--- src/rtl/muldiv_issue_ctrl_pkg.sv ---
// ============================================================================
// Module : muldiv_issue_ctrl_pkg
// Brief  : Calculator operation codes and issue-controller state encoding.
// Rev    : 1.0 - initial release
// ============================================================================
`default_nettype none

package muldiv_issue_ctrl_pkg;

    localparam logic [1:0] CAL_MULTU = 2'd0;
    localparam logic [1:0] CAL_MULT  = 2'd1;
    localparam logic [1:0] CAL_DIVU  = 2'd2;
    localparam logic [1:0] CAL_DIV   = 2'd3;

    typedef enum logic [1:0] {
        MD_IDLE    = 2'd0,
        MD_ISSUE   = 2'd1,
        MD_WB      = 2'd2,
        MD_RELEASE = 2'd3
    } md_state_e;

    // A pending request stalls even while idle/releasing so EX holds the instruction.
    function automatic logic md_stall(input md_state_e s, input logic req);
        return (s == MD_ISSUE) || (s == MD_WB) || req;
    endfunction

endpackage

`default_nettype wire

--- src/rtl/muldiv_issue_ctrl_hilo_reg.sv ---
// ============================================================================
// Module : muldiv_issue_ctrl_hilo_reg
// Brief  : Architectural HI/LO registers; write data is calculator result or MTHI/MTLO data.
// Rev    : 1.0 - initial release
// ============================================================================
`default_nettype none

module muldiv_issue_ctrl_hilo_reg #(
    parameter int WIDTH = 32
) (
    input  logic             clk,
    input  logic             reset,
    input  logic             we_hi,
    input  logic             we_lo,
    input  logic             sel_calc,
    input  logic [WIDTH-1:0] calc_hi,
    input  logic [WIDTH-1:0] calc_lo,
    input  logic [WIDTH-1:0] wdata,
    output logic [WIDTH-1:0] hi,
    output logic [WIDTH-1:0] lo
);

    logic [WIDTH-1:0] w_hi_d;
    logic [WIDTH-1:0] w_lo_d;

    assign w_hi_d = sel_calc ? calc_hi : wdata;
    assign w_lo_d = sel_calc ? calc_lo : wdata;

    always_ff @(posedge clk or posedge reset) begin
        if (reset) begin
            hi <= '0;
            lo <= '0;
        end else begin
            if (we_hi) hi <= w_hi_d;
            if (we_lo) lo <= w_lo_d;
        end
    end

endmodule

`default_nettype wire

--- src/rtl/muldiv_issue_ctrl.sv ---
// ============================================================================
// Module : muldiv_issue_ctrl
// Brief  : Issues MULT/DIV to the HI/LO calculator, stalls the pipe, commits HI/LO.
// Rev    : 1.0 - initial release
// ============================================================================
`default_nettype none

module muldiv_issue_ctrl
    import muldiv_issue_ctrl_pkg::*;
#(
    parameter int WIDTH          = 32,
    parameter int TIMEOUT_CYCLES = 64
) (
    input  logic             clk,
    input  logic             reset,
    input  logic             md_req,
    input  logic [1:0]       md_calc,
    input  logic [WIDTH-1:0] md_a,
    input  logic [WIDTH-1:0] md_b,
    input  logic             mthi,
    input  logic             mtlo,
    input  logic [WIDTH-1:0] wdata,
    output logic [WIDTH-1:0] hi,
    output logic [WIDTH-1:0] lo,
    output logic             stall,
    output logic             md_err,
    output logic             calc_ena,
    output logic [1:0]       calc_sel,
    output logic [WIDTH-1:0] calc_a,
    output logic [WIDTH-1:0] calc_b,
    input  logic [WIDTH-1:0] calc_lo,
    input  logic [WIDTH-1:0] calc_hi,
    input  logic             calc_finish
);

    localparam int          CNT_W   = (TIMEOUT_CYCLES > 1) ? $clog2(TIMEOUT_CYCLES) : 1;
    localparam int unsigned C_TLAST = (TIMEOUT_CYCLES > 0) ? TIMEOUT_CYCLES - 1 : 0;
    localparam logic [CNT_W-1:0] C_CNT_LAST = CNT_W'(C_TLAST);

    md_state_e        r_state;
    md_state_e        w_next;
    logic [CNT_W-1:0] r_cnt;
    logic             w_first;
    logic             w_timeout;
    logic             w_timeout_hit;
    logic             w_mt_ok;
    logic             w_we_hi;
    logic             w_we_lo;
    logic             w_sel_calc;

    // r_cnt counts ISSUE cycles; zero marks the first cycle, where a stale finish is ignored.
    assign w_first   = (r_cnt == '0);
    assign w_timeout = (TIMEOUT_CYCLES != 0) && (r_cnt == C_CNT_LAST);

    always_comb begin
        w_next        = r_state;
        w_timeout_hit = 1'b0;
        case (r_state)
            MD_IDLE: begin
                if (md_req) w_next = MD_ISSUE;
            end
            MD_ISSUE: begin
                if (!w_first && calc_finish) begin
                    w_next = MD_WB;
                end else if (w_timeout) begin
                    w_next        = MD_RELEASE;
                    w_timeout_hit = 1'b1;
                end
            end
            MD_WB: begin
                w_next = MD_RELEASE;
            end
            MD_RELEASE: begin
                if (!calc_finish) w_next = MD_IDLE;
            end
            default: begin
                w_next = MD_IDLE;
            end
        endcase
    end

    always_ff @(posedge clk or posedge reset) begin
        if (reset) begin
            r_state  <= MD_IDLE;
            r_cnt    <= '0;
            md_err   <= 1'b0;
            calc_sel <= '0;
            calc_a   <= '0;
            calc_b   <= '0;
        end else begin
            r_state <= w_next;
            md_err  <= w_timeout_hit;
            if (r_state != MD_ISSUE) begin
                r_cnt <= '0;
            end else if (r_cnt != '1) begin
                r_cnt <= r_cnt + CNT_W'(1);
            end
            if (r_state == MD_IDLE && md_req) begin
                calc_sel <= md_calc;
                calc_a   <= md_a;
                calc_b   <= md_b;
            end
        end
    end

    assign calc_ena = (r_state == MD_ISSUE);
    assign stall    = md_stall(r_state, md_req);

    // A mul/div request takes priority over a coincident MTHI/MTLO.
    assign w_mt_ok    = (r_state == MD_IDLE) && !md_req;
    assign w_sel_calc = (r_state == MD_WB);
    assign w_we_hi    = w_sel_calc || (w_mt_ok && mthi);
    assign w_we_lo    = w_sel_calc || (w_mt_ok && mtlo);

    muldiv_issue_ctrl_hilo_reg #(
        .WIDTH (WIDTH)
    ) u_hilo (
        .clk      (clk),
        .reset    (reset),
        .we_hi    (w_we_hi),
        .we_lo    (w_we_lo),
        .sel_calc (w_sel_calc),
        .calc_hi  (calc_hi),
        .calc_lo  (calc_lo),
        .wdata    (wdata),
        .hi       (hi),
        .lo       (lo)
    );

endmodule

`default_nettype wire

--- config.mk ---
export PLATFORM = sky130hd
export DESIGN_NAME = muldiv_issue_ctrl
export DESIGN_NICKNAME = d
export VERILOG_FILES = /design/src/rtl/muldiv_issue_ctrl_pkg.sv /design/src/rtl/muldiv_issue_ctrl_hilo_reg.sv /design/src/rtl/muldiv_issue_ctrl.sv
export SDC_FILE = /design/constraint.sdc
export NUM_CORES = 1
export LEC_CHECK = 0
export BUFFER_PORTS_ARGS = -buffer_cell sky130_fd_sc_hd__buf_2
export CAP_MARGIN = 40
export CELL_PAD_IN_SITES_DETAIL_PLACEMENT = 2
export CELL_PAD_IN_SITES_GLOBAL_PLACEMENT = 2
export CORE_AREA = 4 4 144 160
export DETAILED_ROUTE_END_ITERATION = 12
export DIE_AREA = 0 0 148 164
export PLACE_DENSITY = 0.88
export SLEW_MARGIN = 20
export SYNTH_ARGS = -nofsm -noshare
export SYNTH_HDL_FRONTEND = slang
export SYNTH_SLANG_ARGS = --single-unit
export TNS_END_PERCENT = 1
--- constraint.sdc ---
create_clock -name clk -period 5.1 [get_ports clk]
set_clock_uncertainty 0.05 [all_clocks]
set_input_delay 1.02 -clock clk [delete_from_list [all_inputs] [get_ports clk]]
set_output_delay 1.02 -clock clk [all_outputs]
set_load 0.02 [all_outputs]
* After elaboration in Yosys (flattened, before gate mapping)
Cells that the tools add are included.
** Storage, ports and cells
- Latch bits :: 0
- Memories :: 0
- Word-level logic and storage cells :: 45
- Memory bits (writable) :: 0
- Input bits :: 168
- ROM bits :: 0
- Flip-flop bits (word level) :: 139
** Operators by class
- Order comparisons :: 0
- Reduce and logical (&&, ||, !) cells :: 15
- Shifts and indexed selects :: 0
- $add $sub $neg :: 1
- Div/mod/pow operators :: 0
- Eq/ne operators :: 9
- Multiply operators :: 0
- Muxes and demuxes :: 12
- Bitwise gates (word level) :: 0
** Operator list (number)
- $mux W32 :: 2
- $mux W6 :: 2
- $mux W2 :: 4
- $pmux W2 S4 :: 1
- $add A6 B1 Y6 const B :: 1
- $eq A6 B6 Y1 const B :: 1
- $logic_not A6 Y1 :: 1
- $ne A6 B6 Y1 const B :: 1
- $logic_and A1 B1 Y1 :: 5
- $eq A2 B2 Y1 const B :: 2
- $logic_or A1 B1 Y1 :: 4
- $ne A2 B2 Y1 const B :: 2
- $mux W1 :: 3
- $ne A3 B1 Y1 const B :: 1
- $reduce_and A3 Y1 :: 1
- $eq A2 B1 Y1 const B :: 1
- $logic_not A1 Y1 :: 2
- $logic_not A2 Y1 :: 1
- $ne A2 B1 Y1 const B :: 1
- $reduce_bool A2 Y1 :: 1

* Longest topological paths before layout
Gate-level depths: netlist (run 1).
- Word-level depth :: 5
- Gate-level depth with buffers :: 7
- Mapped depth without buffers :: 6

* Modules after synthesis
Synthesis (run 1) repeated with hierarchy kept, for this count alone.
** Unflattened totals
- Cells, all modules :: 474
- Area, all modules :: 5994.5 um2
** By module, submodules not included
- muldiv_issue_ctrl :: sequential area each 1876.8 um2, area an instance 3022.9 um2, cells an instance 196, instances 1
- muldiv_issue_ctrl_hilo_reg :: sequential area each 1601.5 um2, area an instance 2971.6 um2, cells an instance 278, instances 1

* Least setup slack after synthesis (run 1)
Ideal clock, no wire load.
- Path kind :: input -> output
- From :: input port md_req
- To :: output port stall
- Buffers on the path :: 0
- Arrival :: 1340 ps
- Data required time :: 4030 ps
- Setup slack :: 2690 ps
- Stages :: 1
- Path through :: or2_2
** Between the ends
- Longest elaborated chain between the ends :: 1
** RTL lines
- start, declared :: RTL line muldiv_issue_ctrl.sv:16 : input logic md_req,
- $logic_or A1 B1 Y1 :: RTL line muldiv_issue_ctrl_pkg.sv:24 : return (s == MD_ISSUE) || (s == MD_WB) || req;
- end, declared :: RTL line muldiv_issue_ctrl.sv:25 : output logic stall,
Every way passes these cells.

* Final worst setup path (run 1)
- From :: register r_state[1]
- To :: output port stall
** Between the ends
- Longest elaborated chain between the ends :: 3
- Elaborated cells between the ends (all ways) :: 4
** RTL lines
- start, declared :: RTL line muldiv_issue_ctrl.sv:40 : md_state_e r_state;
- start signal, assigned :: RTL line muldiv_issue_ctrl.sv:91 : r_state <= w_next;
- $eq A2 B1 Y1 or $eq A2 B2 Y1 (tied branches) :: RTL line muldiv_issue_ctrl_pkg.sv:24
- $logic_or A1 B1 Y1 * (2 in series) :: RTL line muldiv_issue_ctrl_pkg.sv:24
Every way passes the cells marked *; elsewhere a longest branch is shown, timed or not.

==> impl_metrics.csv, run 1 <==
group,metric,value,unit
outcome,status,"completed",
clock_network,cts_hold_buf,0,
route,via_count,4820,
synth,ys_dominant_reg_cell,"dfrtp_1",
finish,syn2layout_area_growth,40.50,%
timing,drv_slew,0,
critical_path,worst_setup_path_end_kind,"output pin",
timing,setup_viol,0,
timing,timing.final.ws_setup,2261,ps
power_and_ir_drop,net-switching-power,2.449,mW
route,vias_per_cell,4.480,
floorplan,pin_count,301,
synth,syn-num-nets,647,
critical_path,reg2reg_slack,2690,ps
timing,slew_headroom,51.80,%
place,dp_slack,2200,ps
critical_path,critical_path.max_fanout,5,
worst_hold_path,worst_hold_path_type,"register to register",
worst_hold_path,holdPathStages,2,
grt,grt_max_degree,75,
power_and_ir_drop,pwr-share-comb,45.3,%
clock_network,clk_transition_reported_paths,60,ps
synth,yosysWarnings,0,
synth,yosys.area.top_type,"dfrtp_1",
grt,first_global_vias,5619,
critical_path,r2r-end,"u_hilo.hi[9]",
route,drt_iter0_markers,114,
power_and_ir_drop,p_clk_share,21.4,%
clock_network,cts_setup_buffers,0,
timing,finalCritPeriodShare,55.67,%
worst_hold_path,hold_end,"u_hilo.hi[17]",
power_and_ir_drop,internal_power,3.336,mW
synth,yosysSeqAreaShare,58.46,%
power_and_ir_drop,p_per_area,692.0,nW/um^2
route,wl_per_cell,19.46,um
floorplan,die_y,164,um
route,drt_pre_antenna_iters,3,
timing,finalSetupTns,0,ps
synth,synth_edf_count,0,
clock_network,h-tree-depth,4,
floorplan,num_rows,56,
power_and_ir_drop,switching_share,42.33,%
timing,max_clock_freq,352.2,MHz
run,drv_cap,0,
clock_network,worstSkewPairLatency,410,ps
power_and_ir_drop,power_leakage,4.311,nW
clock_network,clock-sinks,139,
grt,gr-total-overflow,0,
power_and_ir_drop,worst_ir_drop_vdd,0.4211,mV
grt,grt_pass1_wl,31640,um
clock_network,cts_tree,"built",
synth,synth_area,5949,um^2
critical_path,reg2reg_depth,5,
synth,synth_cells,472,
floorplan,start_util,27.93,%
clock_network,cts_root_buffer,"clkbuf_16",
clock_network,numCtsBuffers,17,
synth,avgSynthCellArea,12.60,um^2
synth,synth_top_area_share,58.46,%
place,dpl.hpwl,15960,um
timing,rsz0062_at_grt,"no",
synth,synth-async-reset-ratio,100.0,%
timing,tightest_slew,722.9,ps
clock_network,cts.path.max_buffers,2,
critical_path,start_kind,"register",
finish,nets,945,
route,wl,20940,um
power_and_ir_drop,power_frac_seq,33.3,%
worst_hold_path,hp-start,"u_hilo.hi[17]",
timing,finalCriticalPeriod,2839,ps
synth,ys_types,34,
floorplan,fp.dieArea,24270,um^2
place,globalplace.congestion,0.7570,
synth,ys_ff_latch,139,
grt,antenna_found_initial,4,
clock_network,cts-resized-gates,0,
critical_path,required,4030,ps
synth,synthTopCellsByCount,"139 x dfrtp_1, 67 x nand2_1, 65 x mux2i_1",
synth,yosysMostFrequentCell,"dfrtp_1",
critical_path,timing.rr.start,"r_state[0]",
route,drc,0,
synth,netlist_top_cells_area,"dfrtp_1 58%, mux2i_1 11%, mux2_2 10%",
finish,drive_gt1_share,51.60,%
floorplan,coreArea,21300,um^2
grt,grt_usage,16.71,%
timing,hold_violations,0,
route,ant_nets,0,
critical_path,arrival,1770,ps
finish,fill_cells,2377,
place,portBuffers,300,
floorplan,die_x,148,um
critical_path,critical_path_class,"register to output pin",
cells by family after synthesis:
logic type	after synthesis	share of synthesized area (%)
DFF	139	58.46
muxes	132	23.68
and+or+nand+nor	82	6.225
AOI/OAI and AO/OA	77	6.919
buffers and inverters	34	3.092
adders and majority gates	7	1.472
xor gates and xnor gates	1	0.1472
worst max-delay path: stages, from the launching register on:
cell and delay [ps]:
dfrtp_1 460, inv_1 130, ha_1 310, or2_2 300
buf_2 160
registers in the layout, indices dropped and copies added, names as in the netlist:
signal	cells
calc_a	32
r_cnt	6
u_hilo.hi	32
u_hilo.lo	32
calc_sel	2
calc_b	32
r_state	2
md_err	1
how the worst max path moves through the flow:
| stage | startpoint | endpoint | slack (ps) | cells past startpoint |
|---|---|---|---|---|
| 2_1_floorplan | reset | calc_a[0] | 310 | 1 |
| 3_3_place_gp | md_req | calc_a[0] | 2240 | 4 |
| 3_5_place_dp | md_req | calc_b[28] | 2200 | 4 |
| 4_1_cts | r_state[1] | stall | 2230 | 4 |
| 5_1_grt | r_state[1] | stall | 2160 | 4 |
| 6_report | r_state[1] | stall | 2260 | 4 |
power by group through the flow:
| stage | Clock (mW) | Sequential, mW | Combinational (mW) |
|---|---|---|---|
| after floorplan | 0 | 2.55 | 1.05 |
| final | 1.24 | 1.92 | 2.62 |
| after global placement | 0 | 1.90 | 2.54 |
| after CTS | 1.28 | 1.93 | 2.67 |
| after detailed placement | 0 | 1.94 | 2.66 |
| after global routing | 1.34 | 2.00 | 2.83 |
metal layers:
layer | routed length [um] | up-vias | track usage (%)
met5 | 13 | - | 0
met4 | 299 | 2 | 5.712
met3 | 859 | 17 | 3.422
met2 | 12270 | 139 | 33.00
met1 | 7498 | 2417 | 17.39
li1 | - | 2245 | -
through the flow:
| step | total power, mW | std cells | area (um^2) | utilization (%) | hold WS, ps |
|---|---|---|---|---|---|
| finish | 5.785 | 1076 | 8359 | 39.24 | 429.6 |
| detailed placement | 4.608 | 1040 | 7746 | 36.37 | 421.0 |
| floorplan | 3.599 | 472 | 5949 | - | 478.5 |
| global route | 6.170 | 1076 | 8359 | 39.24 | 453.0 |
| CTS | 5.891 | 1072 | 8332 | 39.12 | 437.1 |
| global placement | 4.441 | 1039 | 7726 | 36.27 | 407.7 |
layout make-up:
class | count | area, um^2 | area share (%)
Antenna cell | 3 | 7.507 | 0.08981
Clock buffer | 18 | 439.2 | 5.254
Clock inverter | 14 | 146.4 | 1.751
Inverter | 7 | 31.28 | 0.3742
Multi-Input combinational cell | 299 | 2310 | 27.63
Sequential cell | 139 | 3478 | 41.61
Tap cell | 290 | 362.8 | 4.341
Timing Repair Buffer | 306 | 1584 | 18.95
cell usage in the layout, fill, tap and decap left out, drive strengths merged:
cell | synthesis | final
and2 | 1 | 1
nor4bb | 1 | 1
o221ai | 1 | 1
and4b | 1 | 1
clkinvlp | 0 | 2
mux2i | 65 | 65
or2 | 1 | 1
clkbuf | 8 | 18
o21ai | 68 | 68
dfrtp | 139 | 139
and3 | 3 | 3
bufinv | 0 | 1
clkinv | 0 | 3
diode | 0 | 3
inv | 7 | 15
nor3b | 1 | 1
nand2 | 68 | 68
ha | 7 | 7
a31oi | 3 | 3
nor4b | 1 | 1
a21oi | 4 | 4
nor2 | 1 | 1
nand3 | 2 | 2
a32oi | 1 | 1
nor2b | 2 | 2
mux2 | 67 | 67
buf | 19 | 306
xnor2 | 1 | 1
(Power assumes the default switching activity.)
==> run 2: changes to the inputs <==
Settings changed: CORE_AREA 4 4 144 160 to 4 4 153 169, DIE_AREA 0 0 148 164 to 0 0 157 173, PLACE_DENSITY 0.88 to 0.83.
Clock period 5.1 ns to 2.5 ns, I/O delays scaled along.
==> impl_metrics.csv, run 2 (synthesis results as in run 1) <==
group,metric,value,unit
floorplan,coreArea,24250,um^2
timing,finalCritPeriodShare,91.95,%
place,dp.cells,1065,
critical_path,crit_start,"r_state[0]",
finish,layout_commonest_cell,"buf_2",
grt,grt_usage,15.87,%
route,vias_per_cell,4.372,
critical_path,required,1950,ps
route,wl_per_cell,19.58,um
outcome,status,"completed",
route,drt_iter0_markers,164,
worst_hold_path,worst_hold_path_type,"input pin to async pin",
critical_path,reg2reg_slack,450,ps
floorplan,pin_count,301,
timing,drv_slew,0,
route,wl,21560,um
place,dpl.hpwl,16700,um
floorplan,num_rows,60,
power_and_ir_drop,power_frac_seq,32.9,%
clock_network,numCtsBuffers,17,
power_and_ir_drop,worst_ir_drop_vdd,0.6246,mV
clock_network,cts.path.max_buffers,2,
power_and_ir_drop,switching_share,42.27,%
grt,grt_max_degree,78,
clock_network,cts_tree,"built",
clock_network,cts_setup_buffers,0,
clock_network,clock-sinks,139,
critical_path,arrival,1750,ps
finish,final_cell_mix,"300 x buf_2, 139 x dfrtp_1, 66 x nand2_1",
route,ant_nets,0,
timing,finalCriticalPeriod,2299,ps
critical_path,start_kind,"register",
timing,rsz0062_at_grt,"no",
route,drc,0,
grt,first_global_vias,5551,
floorplan,die_y,173,um
run,drv_cap,0,
critical_path,cp-endpoint,"stall",
power_and_ir_drop,power_leakage,4.340,nW
route,drt_pre_antenna_iters,4,
critical_path,critical_path.max_fanout,4,
clock_network,cts-resized-gates,0,
place,globalplace.congestion,0.7524,
power_and_ir_drop,internal_power,6.909,mW
timing,tightest_slew,482.5,ps
power_and_ir_drop,pwr-share-comb,45.8,%
clock_network,worstSkewPairLatency,410,ps
critical_path,r2r-end,"r_state[1]",
floorplan,fp.dieArea,27160,um^2
critical_path,reg2reg_depth,6,
timing,hold_violations,0,
clock_network,cts_hold_buf,0,
critical_path,critical_path_class,"register to output pin",
floorplan,start_util,24.54,%
critical_path,worst_setup_path_end_kind,"output pin",
finish,nets,949,
clock_network,clk_transition_reported_paths,70,ps
timing,slew_headroom,67.83,%
finish,final_cells,1101,
finish,drive_gt1_share,51.84,%
critical_path,timing.rr.start,"r_state[1]",
grt,gr-total-overflow,0,
power_and_ir_drop,net-switching-power,5.058,mW
power_and_ir_drop,p_clk_share,21.3,%
power_and_ir_drop,p_per_area,1412,nW/um^2
timing,finalSetupTns,0,ps
grt,antenna_found_initial,4,
floorplan,die_x,157,um
timing,setup_viol,0,
clock_network,h-tree-depth,4,
finish,syn2layout_area_growth,42.42,%
route,via_count,4814,
grt,grt_pass1_wl,33040,um
timing,max_clock_freq,435.0,MHz
clock_network,cts_root_buffer,"clkbuf_16",
place,portBuffers,300,
==> run 2: changes by cell type in the layout (fill, tap and decap cells not counted) <==
cell	delta
inv_6	-3
buf_12	+4
clkinvlp_4	+3
diode_2	+1
inv_8	+1
clkinv_4	-2
clkinv_8	+1
==> run 2: worst max-delay path, cell delays in order, from the launching register on <==
cell     delay, ps
dfrtp_1        420
inv_1          190
ha_1           280
or2_2          290
buf_2          160
==> run 2: final cells by class <==
type,count,area [um^2]
diodes,4,10.01
multi-input cells,299,2310
inverters,7,30.03
clock buffers,18,439.2
well taps,310,387.9
fillers,2675,15780
repair buffers,310,1664
flip-flops and latches,139,3478
clock inverters,14,153.9
==> run 2: through the flow <==
stage / util, % / hold slack [ps] / power, mW / worst slack [ps] / instance area [um^2]
after CTS: 34.90 / 161.0 / 12.24 / 160.2 / 8463
after global placement: 32.46 / 404.9 / 9.285 / 581.3 / 7870
after global routing: 34.94 / 173.3 / 12.83 / 100.1 / 8473
final: 34.94 / 166.4 / 11.97 / 201.3 / 8473
after floorplan: - / 478.5 / 7.343 / 214.9 / 5953
after detailed placement: 32.46 / 416.7 / 9.618 / 433.2 / 7870
==> run 2: routing by layer <==
metal / share of wire, % / wire length, um / track usage [%]
met1: 37 / 7998 / 17.62
met2: 57 / 12220 / 29.62
met3: 4.2 / 916 / 3.204
met4: 2.0 / 427 / 5.533
met5: 0 / 0 / 0
==> run 2: power by group through the flow <==
stage               Clock [mW]  Sequential, mW  Combinational (mW)
floorplan                    0            5.21                2.14
global placement             0            3.88                5.40
detailed placement           0            4.00                5.62
CTS                       2.64            3.96                5.64
global route              2.76            4.10                5.98
finish                    2.55            3.94                5.48
==> run 2: how the worst min path moves through the flow <==
stage | from | endpoint | slack, ps | depth (start not counted)
after global routing | reset | calc_b[3] | 170 | 3
final | reset | calc_a[28] | 170 | 3
after global placement | u_hilo.hi[28] | u_hilo.hi[28] | 400 | 2
after floorplan | r_cnt[2] | r_cnt[2] | 480 | 1
after CTS | reset | calc_b[25] | 160 | 3
after detailed placement | u_hilo.hi[26] | u_hilo.hi[26] | 420 | 2
